==> config.mk <==
export PLATFORM = sky130hd
export DESIGN_NAME = priority_encoder_rr
export DESIGN_NICKNAME = d
export VERILOG_FILES = /design/src/rtl/pri_enc_pkg.sv /design/src/rtl/pri_find_first.sv /design/src/rtl/priority_encoder_rr.sv
export SDC_FILE = /design/constraint.sdc
export NUM_CORES = 1
export LEC_CHECK = 0
export CAP_MARGIN = 10
export CORE_MARGIN = 2
export CORE_UTILIZATION = 45
export CTS_CLUSTER_DIAMETER = 150
export DETAILED_ROUTE_END_ITERATION = 6
export MAX_ROUTING_LAYER = met4
export PLACE_DENSITY = 0.68
export SYNTH_ARGS = -nofsm -noshare
export SYNTH_HDL_FRONTEND = slang
export SYNTH_SLANG_ARGS = --single-unit
==> constraint.sdc <==
create_clock -name clk -period 10.3 [get_ports clk]
set_input_delay 2.06 -clock clk [delete_from_list [all_inputs] [get_ports clk]]
set_output_delay 2.06 -clock clk [all_outputs]
set_load 0.05 [all_outputs]
==> src/rtl/pri_enc_pkg.sv <==
// Shared constants and helpers for the parametrised priority encoder.
package pri_enc_pkg;

  localparam logic        MODE_FIXED = 1'b0;
  localparam logic        MODE_RR    = 1'b1;
  localparam int unsigned PC_MAX_W   = 1024;

  // Clearing the lowest set bit leaves a non-zero value only when two or more bits are set.
  function automatic logic popcount_gt1(input logic [PC_MAX_W-1:0] v);
    return (v & (v - 1'b1)) != '0;
  endfunction

endpackage

==> src/rtl/pri_find_first.sv <==
// Combinational search for the first set bit of vec, starting at start and wrapping.
module pri_find_first #(
  parameter  int unsigned N     = 8,
  localparam int unsigned IDX_W = $clog2(N)
) (
  input  logic [N-1:0]     vec,
  input  logic [IDX_W-1:0] start,
  output logic             found,
  output logic [IDX_W-1:0] idx
);

  localparam logic [IDX_W:0] N_EXT = (IDX_W+1)'(N);

  logic [2*N-1:0]   dbl;
  logic [N-1:0]     rot;
  logic [IDX_W-1:0] off;
  logic [IDX_W:0]   sum;

  // The doubled vector makes the rotate a plain shift; start is always below N.
  always_comb begin
    dbl   = {vec, vec} >> start;
    rot   = dbl[N-1:0];
    found = |vec;
    off   = '0;
    for (int unsigned i = N; i > 0; i--) begin
      if (rot[i-1]) off = IDX_W'(i - 1);
    end
    sum = {1'b0, start} + {1'b0, off};
    idx = (sum >= N_EXT) ? IDX_W'(sum - N_EXT) : IDX_W'(sum);
  end

endmodule

==> src/rtl/priority_encoder_rr.sv <==
// N-to-log2(N) priority encoder with fixed or round-robin arbitration and a
// registered valid/ready output stage plus an accepted-grant counter.
module priority_encoder_rr
  import pri_enc_pkg::*;
#(
  parameter  int unsigned N     = 8,
  parameter  int unsigned CNT_W = 16,
  localparam int unsigned IDX_W = $clog2(N)
) (
  input  logic             clk,
  input  logic             rst_n,
  input  logic [N-1:0]     req,
  input  logic             mode_rr,
  input  logic             out_ready,
  output logic             out_valid,
  output logic [IDX_W-1:0] out_idx,
  output logic [N-1:0]     out_onehot,
  output logic             out_multi,
  output logic [CNT_W-1:0] grant_cnt
);

  logic [IDX_W-1:0] ptr;
  logic [IDX_W-1:0] start;
  logic [IDX_W-1:0] winner;
  logic             found;
  logic             load;

  assign load  = !out_valid || out_ready;
  assign start = (mode_rr == MODE_RR) ? ptr : '0;

  pri_find_first #(.N(N)) u_find (
    .vec   (req),
    .start (start),
    .found (found),
    .idx   (winner)
  );

  always_ff @(posedge clk or negedge rst_n) begin
    if (!rst_n) begin
      out_valid  <= 1'b0;
      out_idx    <= '0;
      out_onehot <= '0;
      out_multi  <= 1'b0;
      grant_cnt  <= '0;
      ptr        <= '0;
    end else begin
      if (out_valid && out_ready) grant_cnt <= grant_cnt + 1'b1;
      if (load) begin
        if (found) begin
          out_valid  <= 1'b1;
          out_idx    <= winner;
          out_onehot <= N'(1) << winner;
          out_multi  <= popcount_gt1(PC_MAX_W'(req));
          ptr        <= (winner == IDX_W'(N - 1)) ? '0 : IDX_W'(winner + 1'b1);
        end else begin
          // out_idx deliberately keeps the last granted index
          out_valid  <= 1'b0;
          out_onehot <= '0;
          out_multi  <= 1'b0;
        end
      end
    end
  end

endmodule

==> qor.yml, run 1 <==
hold_buffers: 0
dp.cells: 284
wl_per_cell_um: 14.2
multi_input_area_mm2: 0.00116
yosysTopAreaCell: "dfrtp_1"
core_area_mm2: 0.00435
firstDrtPassIters: 4
power.internal_uw: 375
clkLatencyLatePin_ns: 0.28
final_common_cell: "clkdlybuf4s50_1"
cts_resized: 0
start_util: 0.465
swShare: 0.449
final_cell_mix: "clkdlybuf4s50_1, dfrtp_1, nand2_1, nand3_1, xnor2_1"
dieArea_mm2: 0.00505
powerDensity_mw_per_mm2: 266
fmax_mhz: 175
finalCritPeriodShare: 0.554
hpwl_mm: 3.08
drt_iter0_markers: 75
clock_sinks: 32
portBuffers: 40
finalHoldViolCount: 0
grt_max_degree: 33
slew_headroom: 0.398
tns_ns: 0
layout.cells.non_filler: 292
ys_warn_count: 0
synthDistinctLibCells: 45
setup_viol: 0
crit_chain: "clkdlybuf4s50_1 -> nand2_2 -> inv_4 -> mux4_2 -> mux2i_1 -> nand2b_1 -> a21bo_1 -> a31oi_1 -> ha_1 -> inv_1 -> fa_1 -> xnor2_1 -> a21oi_2 -> or2_1 -> ha_1 -> a22o_1"
endpoint_kind: "flop"
synth_edf_count: 0
synth.cell_area_mm2: 0.00203
via_count: 1558
cts_tree: "yes"
drc: 0
peakVddDrop_uv: 171
combPwrFrac: 0.546
rows: 24
htree_levels: 2
grt_usage: 0.179
synth_seq_area_share: 0.395
synth_nets: 214
synth.area.top_cells: "dfrtp_1, mux4_2, xnor2_1, nand2_1, nand3_1"
drive_above_1_share: 0.104
syn_inst: 196
clock_skew_ns: 0.00537
avgSynthCellArea_um2: 10.3
critPathArrivalTime_ns: 5.88
cts_made_buffers: 5
nFillCells: 374
via_per_inst: 5.34
async_flop_share: 1.00
start_kind: "primary input"
die_y_um: 71.1
path_buf_inv: 3
drv_slew: 0
grt.busiest_layer: "met2"
nets: 257
power_frac_seq: 0.280
grt-ovfl-total: 0
io-pin-count: 41
use_met1: 0.241
wl_mm: 4.15
holdCritPathClass: "reg2reg"
syn_to_final_growth_pct: 26.4
crit_family: "multiplexers"
ant_nets: 0
cts_buffer_depth: 2
rsz0062_at_grt: "false"
antenna_found_initial: 0
fin_crit_ns: 5.70
gr-usage-met2: 0.276
synth_ff_type: "dfrtp_1"
cp.required_ns: 10.47
diodes: 0
gp_congestion: 0.828
clk_pin_slew_ns: 0.07
yosys_register_bits: 32
worstMarginPinSlew_ns: 0.901
crit_type: "in2reg"
clkPwrFrac: 0.174
grt_pass1_wl_mm: 7.02
critPathSlowestCell: "clkdlybuf4s50_1"
drv_cap: 0
yosysTopAreaCellShare: 0.395
grt_use_met3: 0.0470
slowest_delay_ns: 0.55
cts_setup_buffers: 0
regArea_um2: 801
cts_root_buf: "clkbuf_8"
grt_pass1_vias: 1525
worstPathMaxFanout: 7
die_w_um: 71.1
p_leak_uw: 0.00110
outcome: "complete, no violations"
p_sw_uw: 305
crit_top_cell: "ha_1"
[per-layer routing]
metal	vias to the layer above	wire, um
li1	791	-
met1	734	2070
met2	29	1900
met3	4	152
met4	0	25
met5	-	0
[final timing paths]
| kind | from | end | slack, ns | cells after the start |
|---|---|---|---|---|
| min reg2reg | grant_cnt[15] | grant_cnt[15] | 0.47 | 1 |
| min in group asynchronous | rst_n | grant_cnt[8] | 2.18 | 2 |
| min | grant_cnt[15] | grant_cnt[15] | 0.47 | 1 |
| max | mode_rr | out_onehot[7] | 4.60 | 16 |
| max reg2reg | ptr[0] | out_onehot[7] | 6.57 | 15 |
| max in group asynchronous | rst_n | out_idx[1] | 7.83 | 2 |
[registers in the layout, summed over array words and instances, names as in the netlist]
register,flops
out_multi,1
out_idx,3
out_valid,1
out_onehot,8
ptr,3
grant_cnt,16
[cells in the mapped netlist, drive strengths merged, types with 3 or more instances]
master and n:
a21oi 5, and3 3, and4 3, buf 4, dfrtp 32, ha 5
inv 5, mux2i 9, mux4 9, nand2 33, nand3 17, nand4 7
nor2 11, o21ai 10, xnor2 13, xor2 4
[kinds of logic after synthesis]
group                    share of synthesized area
AND/OR/NAND/NOR                              0.211
flip-flops                                   0.395
AO/OA/AOI/OAI                               0.0778
multiplexers                                 0.164
XOR/XNOR                                    0.0735
buffers and inverters                       0.0327
adder cells (fa/ha/maj)                     0.0457
[power groups by stage]
stage | sequential, uW | combinational, uW | clock (uW)
finish | 190 | 372 | 118
detailed placement | 193 | 374 | 0
global route | 196 | 401 | 126
CTS | 191 | 375 | 122
global placement | 192 | 366 | 0
floorplan | 291 | 171 | 0
[per-stage QoR]
stage | hold slack (ns) | area (um2) | total power [uW] | worst slack [ns] | utilization
finish | 0.474 | 2560 | 680 | 4.60 | 0.588
global route | 0.492 | 2560 | 723 | 4.34 | 0.588
CTS | 0.475 | 2560 | 688 | 4.60 | 0.588
detailed placement | 0.464 | 2450 | 567 | 4.28 | 0.564
global placement | 0.458 | 2450 | 558 | 4.40 | 0.564
floorplan | 0.463 | 2030 | 462 | 5.16 | -
[layout make-up]
| type | instances | share of cell area |
|---|---|---|
| Tap cell | 52 | 0.0254 |
| Clock buffer | 6 | 0.0283 |
| Inverter | 5 | 0.00830 |
| Sequential cell | 32 | 0.313 |
| Multi-Input combinational cell | 154 | 0.452 |
| Clock inverter | 2 | 0.0137 |
| Timing Repair Buffer | 41 | 0.159 |
Note: power is estimated with default switching activity, not from simulation.
==> run 2, diff against run 1 <==
--- a/config.mk
+++ b/config.mk
@@ -11,7 +11,7 @@
 export CTS_CLUSTER_DIAMETER = 150
 export DETAILED_ROUTE_END_ITERATION = 6
 export MAX_ROUTING_LAYER = met4
-export PLACE_DENSITY = 0.68
+export PLACE_DENSITY = 0.71
 export SYNTH_ARGS = -nofsm -noshare
 export SYNTH_HDL_FRONTEND = slang
 export SYNTH_SLANG_ARGS = --single-unit
==> constraint.sdc (replaced) <==
create_clock -name clk -period 4.75 [get_ports clk]
set_input_delay 0.95 -clock clk [delete_from_list [all_inputs] [get_ports clk]]
set_output_delay 0.95 -clock clk [all_outputs]
set_load 0.05 [all_outputs]
==> run 2 against run 1 <==
Net effect:
- hold slack better by 0.0011 ns
- utilization up 1.3 points
- largest cell class unchanged
- via count up 4.4%
- clock skew up 0.0015 ns
- final area up 2.2%
- global-route usage about the same
- register-to-register slack worse by 5.5 ns
- sequential power up 120%
- count of clock-buffer cells in the layout up 1
==> qor.yml, run 2 (same netlist as run 1, synthesis figures left out) <==
htree_levels: 2  # unchanged
holdCritPathClass: "reg2reg"
via_count: 1626  # +4.4%
crit_type: "in2reg"
top_regs: "grant_cnt (16), out_onehot (8)"
slew_headroom: 0.393  # -0.00509
cts_made_buffers: 5  # unchanged
hold_start: "grant_cnt[15]"
top_register: "grant_cnt"
hold_buffers: 0  # unchanged
fmax_mhz: 221
path_depth: 16  # unchanged
cp-startpoint: "mode_rr"
clock_skew_ns: 0.00682  # +0.00145 ns
critPathSlowestCell: "clkdlybuf4s50_1"
crit_top_cell: "ha_1"
grt_pass1_wl_mm: 6.99  # -0.50%
hpwl_mm: 3.09  # +0.26%
setup_viol: 0  # unchanged
grt_usage: 0.179  # -0.000343
crit_chain: "clkdlybuf4s50_1 -> nand2_2 -> inv_4 -> mux4_2 -> mux2i_1 -> nand2b_1 -> a21bo_1 -> a31oi_1 -> ha_1 -> inv_1 -> fa_1 -> xnor2_2 -> nor3_2 -> or2_1 -> ha_1 -> o31ai_1"
layout.cells.non_filler: 298  # +2.1%
grt_pass1_vias: 1546  # +1.4%
worstMarginPinSlew_ns: 0.909  # +0.00761 ns
cts_buffer_depth: 2  # unchanged
grt_max_degree: 33  # unchanged
endpoint_kind: "flop"
outcome: "complete, no violations"
powerDensity_mw_per_mm2: 560  # +110%
final_cell_mix: "clkdlybuf4s50_1, dfrtp_1, nand2_1, nand3_1"
start_util: 0.465  # unchanged
gr-usage-met2: 0.262  # -0.0145
die_y_um: 71.1  # unchanged
fin_crit_ns: 4.53
die_w_um: 71.1  # unchanged
cts_setup_buffers: 0  # unchanged
dieArea_mm2: 0.00505  # unchanged
diodes: 0  # unchanged
grt.busiest_layer: "met2"
tns_ns: 0  # unchanged
drv_cap: 0  # unchanged
cts_root_buf: "clkbuf_8"
crit_family: "adder cells"
finalCritPeriodShare: 0.953
portBuffers: 40  # unchanged
antenna_found_initial: 0  # unchanged
peakVddDrop_uv: 439  # +160%
io-pin-count: 41  # unchanged
firstDrtPassIters: 4  # unchanged
drt_iter0_markers: 95  # +27%
ant_nets: 0  # unchanged
largest_reg_flops: 16  # unchanged
nets: 264  # +2.7%
min_path_cells: 1  # unchanged
multi_input_area_mm2: 0.00117  # +1.3%
grt_use_met3: 0.0427  # -0.00427
critPathArrivalTime_ns: 4.71  # -1.17 ns
grt-ovfl-total: 0  # unchanged
syn_to_final_growth_pct: 29.2
slowest_delay_ns: 0.56  # about the same
worstPathMaxFanout: 7  # unchanged
core_area_mm2: 0.00435  # unchanged
r2r-start: "ptr[2]"
start_kind: "primary input"
path_buf_inv: 3  # unchanged
cts_tree: "yes"
final_area_mm2: 0.00262  # +2.2%
clk_pin_slew_ns: 0.06  # about the same
nFillCells: 368  # -1.6%
clock_sinks: 32  # unchanged
r2r_cells: 14  # -1
rows: 24  # unchanged
wl_mm: 4.08  # -1.7%
dp.cells: 291  # +2.5%
regArea_um2: 801  # unchanged
finalHoldViolCount: 0  # unchanged
p_leak_uw: 0.00114  # +3.8%
via_per_inst: 5.46  # +2.3%
final_common_cell: "clkdlybuf4s50_1"
wl_per_cell_um: 13.7  # -3.7%
gp_congestion: 0.859  # +3.7%
clkLatencyLatePin_ns: 0.28  # about the same
hold_ws_ns: 0.475  # +0.00108 ns
drive_above_1_share: 0.138  # +0.0340
drc: 0  # unchanged
cts_resized: 0  # unchanged
use_met1: 0.246  # +0.00484
cp.required_ns: 4.93  # -5.54 ns
placed_area_mm2: 0.00251  # +2.1%
drv_slew: 0  # unchanged
## run 2: cell count changes in the layout (fill, tap and decap cells not counted), sizes merged
cell / before / now
clkbuf: 6 / 7
buf: 1 / 8
bufinv: 1 / 0
clkinv: 1 / 0
## run 2: worst register-to-register path, stage by stage (launching register included)
cell and delay, ns:
dfrtp_1 0.40, nand2_2 0.14, mux4_2 0.54, mux2i_1 0.27
nand2b_1 0.09, a21bo_1 0.19, a31oi_1 0.18, ha_1 0.17
inv_1 0.05, fa_1 0.46, xnor2_2 0.27, nor3_2 0.08
or2_1 0.23, ha_1 0.22, o31ai_1 0.24
## run 2: final timing paths
kind | end | slack (ns)
hold reg to reg | grant_cnt[15] | 0.47
setup reg to reg | ptr[0] | 1.12
hold / removal | grant_cnt[15] | 0.47
max in group asynchronous | out_idx[1] | 3.40
setup / recovery | ptr[0] | 0.22
min in group asynchronous | out_onehot[7] | 1.06
## run 2: stage by stage
stage | total power (uW) | setup WS (ns) | utilization
2_1_floorplan | 1000 | 0.716 | -
3_3_place_gp | 1230 | 0.0243 | 0.576
3_5_place_dp | 1240 | -0.0587 | 0.576
4_1_cts | 1470 | 0.215 | 0.598
5_1_grt | 1570 | -0.00910 | 0.601
6_report | 1460 | 0.221 | 0.601
## run 2: area by class of cell
class	count	area share
multi-input combinational	154	0.448
sequential	32	0.306
timing repair buffer	48	0.176
clock buffer	7	0.0368
tap	52	0.0249
inverter	5	0.00813
## run 2: layer usage
metal  routed length [um]  share of wire  vias to the layer above
met1                 1960           0.48                      774
met2                 1910           0.47                       36
met3                  156          0.038                        7
li1                     -              -                      809
met5                    0              0                        -
met4                   51          0.013                        0
## run 2: where the power goes
part	internal, uW	total, uW	switching (uW)
sequential	350	413	62.7
combinational	331	831	499
clock	129	222	92.8
total	810	1460	655
==> run 3, diff against run 2 <==
--- a/config.mk
+++ b/config.mk
@@ -12,6 +12,7 @@
 export DETAILED_ROUTE_END_ITERATION = 6
 export MAX_ROUTING_LAYER = met4
 export PLACE_DENSITY = 0.71
+export SLEW_MARGIN = 5
 export SYNTH_ARGS = -nofsm -noshare
 export SYNTH_HDL_FRONTEND = slang
 export SYNTH_SLANG_ARGS = --single-unit
==> results of run 3 <==
No change in the layout: final DEF, timing and power equal those of run 2.
